`src/rtl/waterfall_scheduler_pkg.sv`:
```
// Shared types and width helpers for the waterfall scheduler slice.
package waterfall_scheduler_pkg;

  typedef enum logic [2:0] {
    S_IDLE      = 3'd0,
    S_START     = 3'd1,
    S_WAIT_SDFT = 3'd2,
    S_COPY      = 3'd3,
    S_DRAIN     = 3'd4
  } state_t;

  // Widths never collapse to zero, so single-entry configurations still elaborate.
  function automatic int width_of(input int n);
    return (n <= 2) ? 1 : $clog2(n);
  endfunction

  function automatic int bin_w(input int freq_bins);
    return width_of(freq_bins);
  endfunction

  function automatic int row_w(input int v_visible);
    return width_of(v_visible);
  endfunction

  function automatic int addr_w(input int v_visible, input int limit_bins);
    return width_of(v_visible * limit_bins);
  endfunction

endpackage

```
`src/rtl/waterfall_scheduler_if.sv`:
```
// Bundle of the ADC, sdft, BRAM and display-timing signals around the scheduler.
interface waterfall_scheduler_if
  import waterfall_scheduler_pkg::*;
#(
  parameter int FREQ_BINS  = 64,
  parameter int LIMIT_BINS = 32,
  parameter int V_VISIBLE  = 10,
  parameter int MAG_W      = 16,
  parameter int DATA_W     = 8
) ();

  localparam int BIN_W  = bin_w(FREQ_BINS);
  localparam int ROW_W  = row_w(V_VISIBLE);
  localparam int ADDR_W = addr_w(V_VISIBLE, LIMIT_BINS);

  logic              sample_valid;
  logic              sdft_start;
  logic              sdft_ready;
  logic [BIN_W-1:0]  bin_addr;
  logic [MAG_W-1:0]  bin_mag;
  logic              bram_we;
  logic [ADDR_W-1:0] bram_waddr;
  logic [DATA_W-1:0] bram_wdata;
  logic              vsync;
  logic [ROW_W-1:0]  scroll_row;
  logic              busy;
  logic              overrun;

  modport master (
    input  sample_valid, sdft_ready, bin_mag, vsync,
    output sdft_start, bin_addr, bram_we, bram_waddr, bram_wdata,
           scroll_row, busy, overrun
  );

  modport slave (
    output sample_valid, sdft_ready, bin_mag, vsync,
    input  sdft_start, bin_addr, bram_we, bram_waddr, bram_wdata,
           scroll_row, busy, overrun
  );

endinterface

```
`src/rtl/waterfall_scheduler_mag_saturate.sv`:
```
// Combinational clamp of an sdft magnitude onto the BRAM pixel width.
module waterfall_scheduler_mag_saturate
  import waterfall_scheduler_pkg::*;
#(
  parameter int MAG_W  = 16,
  parameter int DATA_W = 8
) (
  input  logic [MAG_W-1:0]  i_mag,
  output logic [DATA_W-1:0] o_data
);

  generate
    if (MAG_W > DATA_W) begin : g_clamp
      assign o_data = (|i_mag[MAG_W-1:DATA_W]) ? '1 : i_mag[DATA_W-1:0];
    end else begin : g_pass
      assign o_data = DATA_W'(i_mag);
    end
  endgenerate

endmodule

```
`src/rtl/waterfall_scheduler.sv`:
```
// Sequences sdft updates per ADC sample and copies every DECIMATE-th spectrum
// into the circular waterfall BRAM, publishing the newest row at vsync.
module waterfall_scheduler
  import waterfall_scheduler_pkg::*;
#(
  parameter int FREQ_BINS  = 64,
  parameter int LIMIT_BINS = 32,
  parameter int V_VISIBLE  = 10,
  parameter int MAG_W      = 16,
  parameter int DATA_W     = 8,
  parameter int DECIMATE   = 4
) (
  input  logic                  clk,
  input  logic                  reset,
  waterfall_scheduler_if.master bus
);

  localparam int BIN_W   = bin_w(FREQ_BINS);
  localparam int ROW_W   = row_w(V_VISIBLE);
  localparam int ADDR_W  = addr_w(V_VISIBLE, LIMIT_BINS);
  localparam int DECIM_W = width_of(DECIMATE);

  localparam logic [BIN_W-1:0]   K_LAST     = BIN_W'(LIMIT_BINS - 1);
  localparam logic [ROW_W-1:0]   ROW_LAST   = ROW_W'(V_VISIBLE - 1);
  localparam logic [DECIM_W-1:0] DECIM_LAST = DECIM_W'(DECIMATE - 1);

  state_t             r_state;
  logic [DECIM_W-1:0] r_decim;
  logic [ROW_W-1:0]   r_row;
  logic [ROW_W-1:0]   r_last_row;
  logic [ROW_W-1:0]   r_scroll_row;
  logic               r_vsync_d;
  logic               r_sdft_start;
  logic [BIN_W-1:0]   r_bin_addr;
  logic               r_we;
  logic [ADDR_W-1:0]  r_waddr;
  logic               r_busy;
  logic               r_overrun;

  logic [ADDR_W-1:0]  w_row_base;
  logic [DATA_W-1:0]  w_sat;

  assign w_row_base = ADDR_W'(int'(r_row) * LIMIT_BINS);

  waterfall_scheduler_mag_saturate #(
    .MAG_W  (MAG_W),
    .DATA_W (DATA_W)
  ) u_mag_saturate (
    .i_mag  (bus.bin_mag),
    .o_data (w_sat)
  );

  // r_bin_addr doubles as the copy counter k while in COPY.
  always_ff @(posedge clk or posedge reset) begin
    if (reset) begin
      r_state      <= S_IDLE;
      r_decim      <= '0;
      r_row        <= '0;
      r_last_row   <= '0;
      r_scroll_row <= '0;
      r_vsync_d    <= 1'b0;
      r_sdft_start <= 1'b0;
      r_bin_addr   <= '0;
      r_we         <= 1'b0;
      r_waddr      <= '0;
      r_busy       <= 1'b0;
      r_overrun    <= 1'b0;
    end else begin
      r_vsync_d    <= bus.vsync;
      r_sdft_start <= 1'b0;
      // Latching the pre-update last_row keeps a DRAIN-coincident frame tear-free.
      if (bus.vsync && !r_vsync_d) begin
        r_scroll_row <= r_last_row;
      end
      if (bus.sample_valid && (r_state != S_IDLE)) begin
        r_overrun <= 1'b1;
      end

      case (r_state)
        S_IDLE: begin
          if (bus.sample_valid) begin
            r_state      <= S_START;
            r_sdft_start <= 1'b1;
            r_busy       <= 1'b1;
          end
        end
        S_START: begin
          r_state <= S_WAIT_SDFT;
        end
        S_WAIT_SDFT: begin
          if (bus.sdft_ready) begin
            if (r_decim == DECIM_LAST) begin
              r_decim    <= '0;
              r_bin_addr <= '0;
              r_state    <= S_COPY;
            end else begin
              r_decim <= r_decim + DECIM_W'(1);
              r_busy  <= 1'b0;
              r_state <= S_IDLE;
            end
          end
        end
        S_COPY: begin
          // Magnitude for bin k arrives one cycle later, so the write trails by one.
          r_we    <= 1'b1;
          r_waddr <= w_row_base + ADDR_W'(r_bin_addr);
          if (r_bin_addr == K_LAST) begin
            r_bin_addr <= '0;
            r_state    <= S_DRAIN;
          end else begin
            r_bin_addr <= r_bin_addr + BIN_W'(1);
          end
        end
        S_DRAIN: begin
          r_we       <= 1'b0;
          r_waddr    <= '0;
          r_last_row <= r_row;
          r_row      <= (r_row == ROW_LAST) ? '0 : r_row + ROW_W'(1);
          r_busy     <= 1'b0;
          r_state    <= S_IDLE;
        end
        default: begin
          r_we    <= 1'b0;
          r_busy  <= 1'b0;
          r_state <= S_IDLE;
        end
      endcase
    end
  end

  assign bus.sdft_start = r_sdft_start;
  assign bus.bin_addr   = r_bin_addr;
  assign bus.bram_we    = r_we;
  assign bus.bram_waddr = r_waddr;
  assign bus.bram_wdata = r_we ? w_sat : '0;
  assign bus.scroll_row = r_scroll_row;
  assign bus.busy       = r_busy;
  assign bus.overrun    = r_overrun;

endmodule

```
`src/flat_wrapper.sv`:
```
// flat-port wrapper written by rule: the top's interface ports become plain ports
module waterfall_scheduler_flat import waterfall_scheduler_pkg::*;
#(
  parameter int FREQ_BINS  = 64,
  parameter int LIMIT_BINS = 32,
  parameter int V_VISIBLE  = 10,
  parameter int MAG_W      = 16,
  parameter int DATA_W     = 8,
  parameter int DECIMATE   = 4
)
  (clk, reset, bus_sample_valid, bus_sdft_ready, bus_bin_mag, bus_vsync, bus_sdft_start, bus_bin_addr, bus_bram_we, bus_bram_waddr, bus_bram_wdata, bus_scroll_row, bus_busy, bus_overrun);
  waterfall_scheduler_if #(.FREQ_BINS(FREQ_BINS), .LIMIT_BINS(LIMIT_BINS), .V_VISIBLE(V_VISIBLE), .MAG_W(MAG_W), .DATA_W(DATA_W)) bus_i ();
  input  logic clk;
  input  logic reset;
  input wire logic [$bits(bus_i.sample_valid)-1:0] bus_sample_valid;
  input wire logic [$bits(bus_i.sdft_ready)-1:0] bus_sdft_ready;
  input wire logic [$bits(bus_i.bin_mag)-1:0] bus_bin_mag;
  input wire logic [$bits(bus_i.vsync)-1:0] bus_vsync;
  output wire logic [$bits(bus_i.sdft_start)-1:0] bus_sdft_start;
  output wire logic [$bits(bus_i.bin_addr)-1:0] bus_bin_addr;
  output wire logic [$bits(bus_i.bram_we)-1:0] bus_bram_we;
  output wire logic [$bits(bus_i.bram_waddr)-1:0] bus_bram_waddr;
  output wire logic [$bits(bus_i.bram_wdata)-1:0] bus_bram_wdata;
  output wire logic [$bits(bus_i.scroll_row)-1:0] bus_scroll_row;
  output wire logic [$bits(bus_i.busy)-1:0] bus_busy;
  output wire logic [$bits(bus_i.overrun)-1:0] bus_overrun;
  assign bus_i.sample_valid = bus_sample_valid;
  assign bus_i.sdft_ready = bus_sdft_ready;
  assign bus_i.bin_mag = bus_bin_mag;
  assign bus_i.vsync = bus_vsync;
  assign bus_sdft_start = bus_i.sdft_start;
  assign bus_bin_addr = bus_i.bin_addr;
  assign bus_bram_we = bus_i.bram_we;
  assign bus_bram_waddr = bus_i.bram_waddr;
  assign bus_bram_wdata = bus_i.bram_wdata;
  assign bus_scroll_row = bus_i.scroll_row;
  assign bus_busy = bus_i.busy;
  assign bus_overrun = bus_i.overrun;
  waterfall_scheduler #(.FREQ_BINS(FREQ_BINS), .LIMIT_BINS(LIMIT_BINS), .V_VISIBLE(V_VISIBLE), .MAG_W(MAG_W), .DATA_W(DATA_W), .DECIMATE(DECIMATE)) u_core (.clk(clk), .reset(reset), .bus(bus_i));
endmodule
```
`config.mk`:
```
export PLATFORM = sky130hd
export DESIGN_NAME = waterfall_scheduler_flat
export DESIGN_NICKNAME = d
export VERILOG_FILES = /design/src/rtl/waterfall_scheduler_pkg.sv /design/src/rtl/waterfall_scheduler_if.sv /design/src/rtl/waterfall_scheduler_mag_saturate.sv /design/src/rtl/waterfall_scheduler.sv /design/src/flat_wrapper.sv
export SDC_FILE = /design/constraint.sdc
export NUM_CORES = 1
export LEC_CHECK = 0
export BUFFER_PORTS_ARGS = -buffer_cell sky130_fd_sc_hd__buf_2
export CORE_MARGIN = 4
export CORE_UTILIZATION = 45
export DETAILED_ROUTE_END_ITERATION = 6
export GPL_TIMING_DRIVEN = 0
export PLACE_DENSITY = 0.73
export SLEW_MARGIN = 20
export SYNTH_ARGS = -nofsm -noshare
export SYNTH_HDL_FRONTEND = slang
export SYNTH_SLANG_ARGS = --single-unit
```
`constraint.sdc`:
```
create_clock -name clk -period 5 [get_ports clk]
set_clock_uncertainty 0.2 [all_clocks]
set_input_delay 1.5 -clock clk [delete_from_list [all_inputs] [get_ports clk]]
set_output_delay 1.5 -clock clk [all_outputs]
set_load 0.05 [all_outputs]
```
# ---- Word-level counts from Yosys, hierarchy flattened
# Index checks and enable logic that the tools add are counted.
dict set report totals {
  regBits 37
  in_bits 21
  out_inout_bits 31
}
dict set report op_classes {
  addsub 4
  eq_ne 12
  n_mux 21
  n_bitwise 1
  reduce_logical 14
}
# operator n
set ops {}
lappend ops {{$mux W6} 3}
lappend ops {{$pmux W9 S2} 1}
lappend ops {{$mux W8} 2}
lappend ops {{$pmux W3 S4} 1}
lappend ops {{$pmux W6 S2} 1}
lappend ops {{$add A9 B6 Y9} 1}
lappend ops {{$mux W3} 3}
lappend ops {{$reduce_or A8 Y1} 1}
lappend ops {{$add A6 B1 Y6 const B} 1}
lappend ops {{$eq A3 B2 Y1 const B} 2}
lappend ops {{$eq A6 B5 Y1 const B} 1}
lappend ops {{$ne A2 B2 Y1 const B} 3}
lappend ops {{$reduce_and A3 Y1} 2}
lappend ops {{$mux W1} 5}
lappend ops {{$add A4 B1 Y4 const B} 1}
lappend ops {{$eq A4 B4 Y1 const B} 1}
lappend ops {{$mux W2} 2}
lappend ops {{$mux W4} 1}
lappend ops {{$ne A2 B1 Y1 const B} 2}
lappend ops {{$reduce_and A4 Y1} 1}
lappend ops {{$reduce_bool A2 Y1} 2}
lappend ops {{$eq A3 B1 Y1 const B} 1}
lappend ops {{$eq A3 B3 Y1 const B} 1}
lappend ops {{$logic_not A3 Y1} 1}
lappend ops {{other kinds (11)} 12}

# ---- Logic depth before layout (Yosys ltp)
dict set report depth {
  word_depth 4
  depth_mapped 6
  mapped_depth_nobuf 4
}

# ---- Cells and area by module
# From an unflattened synthesis, not the netlist that was laid out.
dict set report hier_totals {
  cells_unflattened 154
  hier_area_um2 1784.2
}
# mod instances cells_per_inst area_each_um2
set by_module_without_submodules {}
lappend by_module_without_submodules {waterfall_scheduler 1 144 1699.1}
lappend by_module_without_submodules {waterfall_scheduler_mag_saturate 1 10 85.1}

# ---- Worst setup path before layout
# OpenSTA, ideal clock, no wires.
dict set report synth_timing {
  path_kind {input port to output port}
  start {input port bus_bin_mag[11]}
  end {output port bus_bram_wdata[0]}
  arrival_ns 2.300
  slack_ns 1.000
  stages 3
  path_buffers 0
  path_cell_list {nor4_1 > nand2_1 > o21a_1}
}
dict set report synth_via {
  elab_chain_len 3
}
# element line
set synth_lines {}
lappend synth_lines {{start: declaration} flat_wrapper.sv:17} ;# input wire logic [$bits(bus_i.bin_mag)-1:0] bus_bin_mag;
lappend synth_lines {{$reduce_or A8 Y1} waterfall_scheduler_mag_saturate.sv:14} ;# assign o_data = (|i_mag[MAG_W-1:DATA_W]) ? '1 : i_mag[DATA_W-1:0];
lappend synth_lines {{$mux W8} waterfall_scheduler_mag_saturate.sv:14}
lappend synth_lines {{$mux W8} waterfall_scheduler.sv:135} ;# assign bus.bram_wdata = r_we ? w_sat : '0;
lappend synth_lines {{end: declaration} flat_wrapper.sv:23} ;# output wire logic [$bits(bus_i.bram_wdata)-1:0] bus_bram_wdata;
# No other way between the ends.

# ---- Worst setup path after layout
dict set report layout_timing {
  start {input port bus_bin_mag[15]}
  end {output port bus_bram_wdata[0]}
}
# Same word-level chain as after synthesis.

==> flow_summary.json <==
{
  "crit_path_end": "bus_bram_wdata[0]",
  "min_period_over_period": 0.841,
  "gp_congestion": 0.806,
  "synth-edff-count": 0,
  "regToRegSetupSlack_ns": 3.21,
  "synth_flop_cell": "dfrtp_1",
  "setup_viol": 0,
  "io_pins": 52,
  "syn-num-nets": 176,
  "clk_pin_slew_ns": 0.07,
  "p_per_area_nw_per_um2": 529,
  "synth_largest_area_cell": "dfrtp_1",
  "drv_cap": 0,
  "post_cts_buffers": 0,
  "clock_sinks": 37,
  "startpoint_type": "input pin",
  "num-nets-final": 234,
  "required_ns": 3.30,
  "cts_resized": 0,
  "synth_top_area_share": 0.533,
  "io_buffer_count": 51,
  "postLayoutCoreUtil": 0.589,
  "wirelength_um": 3660,
  "antenna_found_initial": 0,
  "dp_cells": 250,
  "cp_max_fo": 8,
  "cts_tree": "yes",
  "htreeDepth": 2,
  "hpwlAfterDp_um": 2750,
  "core.rowCount": 22,
  "worst_pin_slew_ns": 0.738,
  "seq_area_frac_synth": 0.533,
  "cp-end-kind": "output port",
  "grt_pass1_wl_um": 6250,
  "rsz0062_at_grt": "no",
  "crit_family": "simple AND/OR/NAND/NOR gates",
  "netlist_instances": 151,
  "crit_slowest_cell": "nor4_1",
  "grt_max_degree": 38,
  "fp.dieH_um": 70.1,
  "syn2layout_area_growth_pct": 25.1,
  "start_util": 0.471,
  "die_x_um": 70.1,
  "core-area_um2": 3690,
  "rr_endpoint": "u_core.bus.bin_addr[4]",
  "grt_util_all_layers": 0.160,
  "overflow": 0,
  "vdd_ir_drop_max_v": 0.000235,
  "final_hold_viol_count": 0,
  "hp-class": "reg -> reg",
  "clock_latency_ns": 0.29,
  "max_freq_mhz": 238,
  "grt_pass1_vias": 1334,
  "stdcell_area_um2": 2170,
  "clock_path_buffers": 2,
  "dpl_cell_area_um2": 2050,
  "status": "finished clean",
  "final_antenna_net_count": 0,
  "cpPeakStageDelay_ns": 0.26,
  "crit_type": "in -> out",
  "vias": 1391,
  "finalCriticalPeriod_ns": 4.20,
  "multi_input_area_um2": 758,
  "crit_chain": "buf_2 > nor4_1 > nand2_1 > o21a_1 > buf_2",
  "p_leak_nw": 1.06,
  "cp_common_cell": "buf_2",
  "crit_buf_inv": 2,
  "cts_root_buf": "clkbuf_8",
  "drt_iter0_drc": 80,
  "die_area_um2": 4920,
  "regArea_um2": 926,
  "diodes": 0,
  "synth.distinct_cells": 38,
  "drc": 0,
  "synthTopCellsByArea": "dfrtp_1, a22o_1, mux2_2",
  "holdBufCountCts": 0,
  "fillers": 334,
  "yosys_warnings": 0,
  "synthArstFlopShare": 1.00,
  "critPathLaunch": "bus_bin_mag[15]",
  "syn_area_per_cell_um2": 11.5,
  "first_pass_iters": 4,
  "fin_setup_tns_ns": 0,
  "wl_per_cell_um": 14.2,
  "finalNonFillerCells": 258,
  "reg2regPathDepth": 4,
  "relSlewSlack": 0.507,
  "syn_area_um2": 1740,
  "numCtsBuffers": 5,
  "arrival_ns": 2.50,
  "drive_above_1_share": 0.362,
  "vias_per_cell": 5.39,
  "drv_slew": 0,
  "worst-path-stages": 5,
  "reg2reg_from": "u_core.bus.bin_addr[0]",
  "ys_ff_latch": 37
}
==> layer usage <==
| metal | track usage | part of all wire |
|---|---|---|
| met1 | 0.200 | 0.44 |
| met2 | 0.257 | 0.49 |
| met3 | 0.0388 | 0.052 |
| met4 | 0.0830 | 0.015 |
| met5 | 0 | 0 |
==> registers in the layout (all words and copies together), names as in the netlist, 2 cells and up <==
name / count
u_core.r_last_row: 4
u_core.bus.bin_addr: 6
u_core.bus.scroll_row: 4
u_core.r_decim: 2
u_core.r_row: 4
u_core.r_state: 3
u_core.bus.bram_waddr: 9
==> Yosys cell counts (4+ instances only) <==
| master | number |
|---|---|
| o21a_1 | 8 |
| inv_1 | 4 |
| a22o_1 | 12 |
| nand2b_1 | 7 |
| ha_1 | 4 |
| dfrtp_1 | 37 |
| a21oi_1 | 6 |
| nand3_1 | 7 |
| nand2_1 | 6 |
| o21ai_0 | 10 |
| mux2_2 | 9 |
==> stage by stage <==
| step | total power [mW] | hold slack (ns) | worst slack (ns) |
|---|---|---|---|
| floorplan | 0.770 | 0.277 | 1.00 |
| global placement | 0.866 | 0.249 | 0.840 |
| detailed placement | 0.886 | 0.247 | 0.786 |
| CTS | 1.16 | 0.273 | 0.786 |
| global route | 1.21 | 0.313 | 0.673 |
| finish | 1.15 | 0.271 | 0.795 |
==> final cells by class <==
| class | count | share of cell area |
|---|---|---|
| Sequential cell | 37 | 0.426 |
| Multi-Input combinational cell | 102 | 0.349 |
| Timing Repair Buffer | 51 | 0.118 |
| Clock buffer | 6 | 0.0380 |
| Tap cell | 48 | 0.0276 |
| Clock inverter | 2 | 0.0173 |
| Buffer | 8 | 0.0173 |
| Inverter | 4 | 0.00691 |
==> cells by family after synthesis <==
logic type               after synthesis  synth area share
AO/OA/AOI/OAI                         46             0.187
flip-flops                            37             0.533
adder cells (fa/ha/maj)                4            0.0288
XOR/XNOR                               4            0.0202
multiplexers                          10            0.0641
AND/OR/NAND/NOR                       38             0.137
buffers and inverters                 12            0.0303
==> worst register-to-register path: stages (launching register included) <==
cell and delay, ns:
dfrtp_1 0.44, ha_1 0.28, nand2_1 0.16, a211o_1 0.35, a22o_1 0.23
==> report_power, final <==
part           switching, mW  leakage (nW)  internal (mW)  total [mW]
logic                  0.313         0.516          0.145       0.458
clock network          0.106        0.0574          0.162       0.268
registers             0.0614         0.482          0.361       0.422
==> worst min-delay path by stage <==
stage | startpoint | endpoint | slack [ns] | cells past startpoint
final | u_core.bus.overrun | u_core.bus.overrun | 0.27 | 1
after global routing | u_core.bus.bram_waddr[0] | u_core.bus.bram_waddr[0] | 0.31 | 1
after CTS | u_core.bus.overrun | u_core.bus.overrun | 0.27 | 1
after detailed placement | u_core.bus.overrun | u_core.bus.overrun | 0.25 | 1
after global placement | u_core.bus.overrun | u_core.bus.overrun | 0.25 | 1
after floorplan | u_core.r_last_row[1] | u_core.bus.scroll_row[1] | 0.28 | 1
==> placed cells by master, fill, tap and decap left out, types with 2 or more instances in the layout <==
cell	count
a21oi_1	6
a22o_1	12
buf_2	54
clkbuf_1	3
clkbuf_8	6
dfrtp_1	37
ha_1	4
inv_1	3
mux2_2	9
nand2_1	6
nand2b_1	7
nand3_1	7
nand3b_1	2
nor2b_1	2
nor3_1	2
nor4_1	3
o211ai_1	3
o21a_1	8
o21ai_0	10
o31ai_1	2
xnor2_1	2
xor2_1	2
No activity file was read; power rests on OpenSTA's default activity.
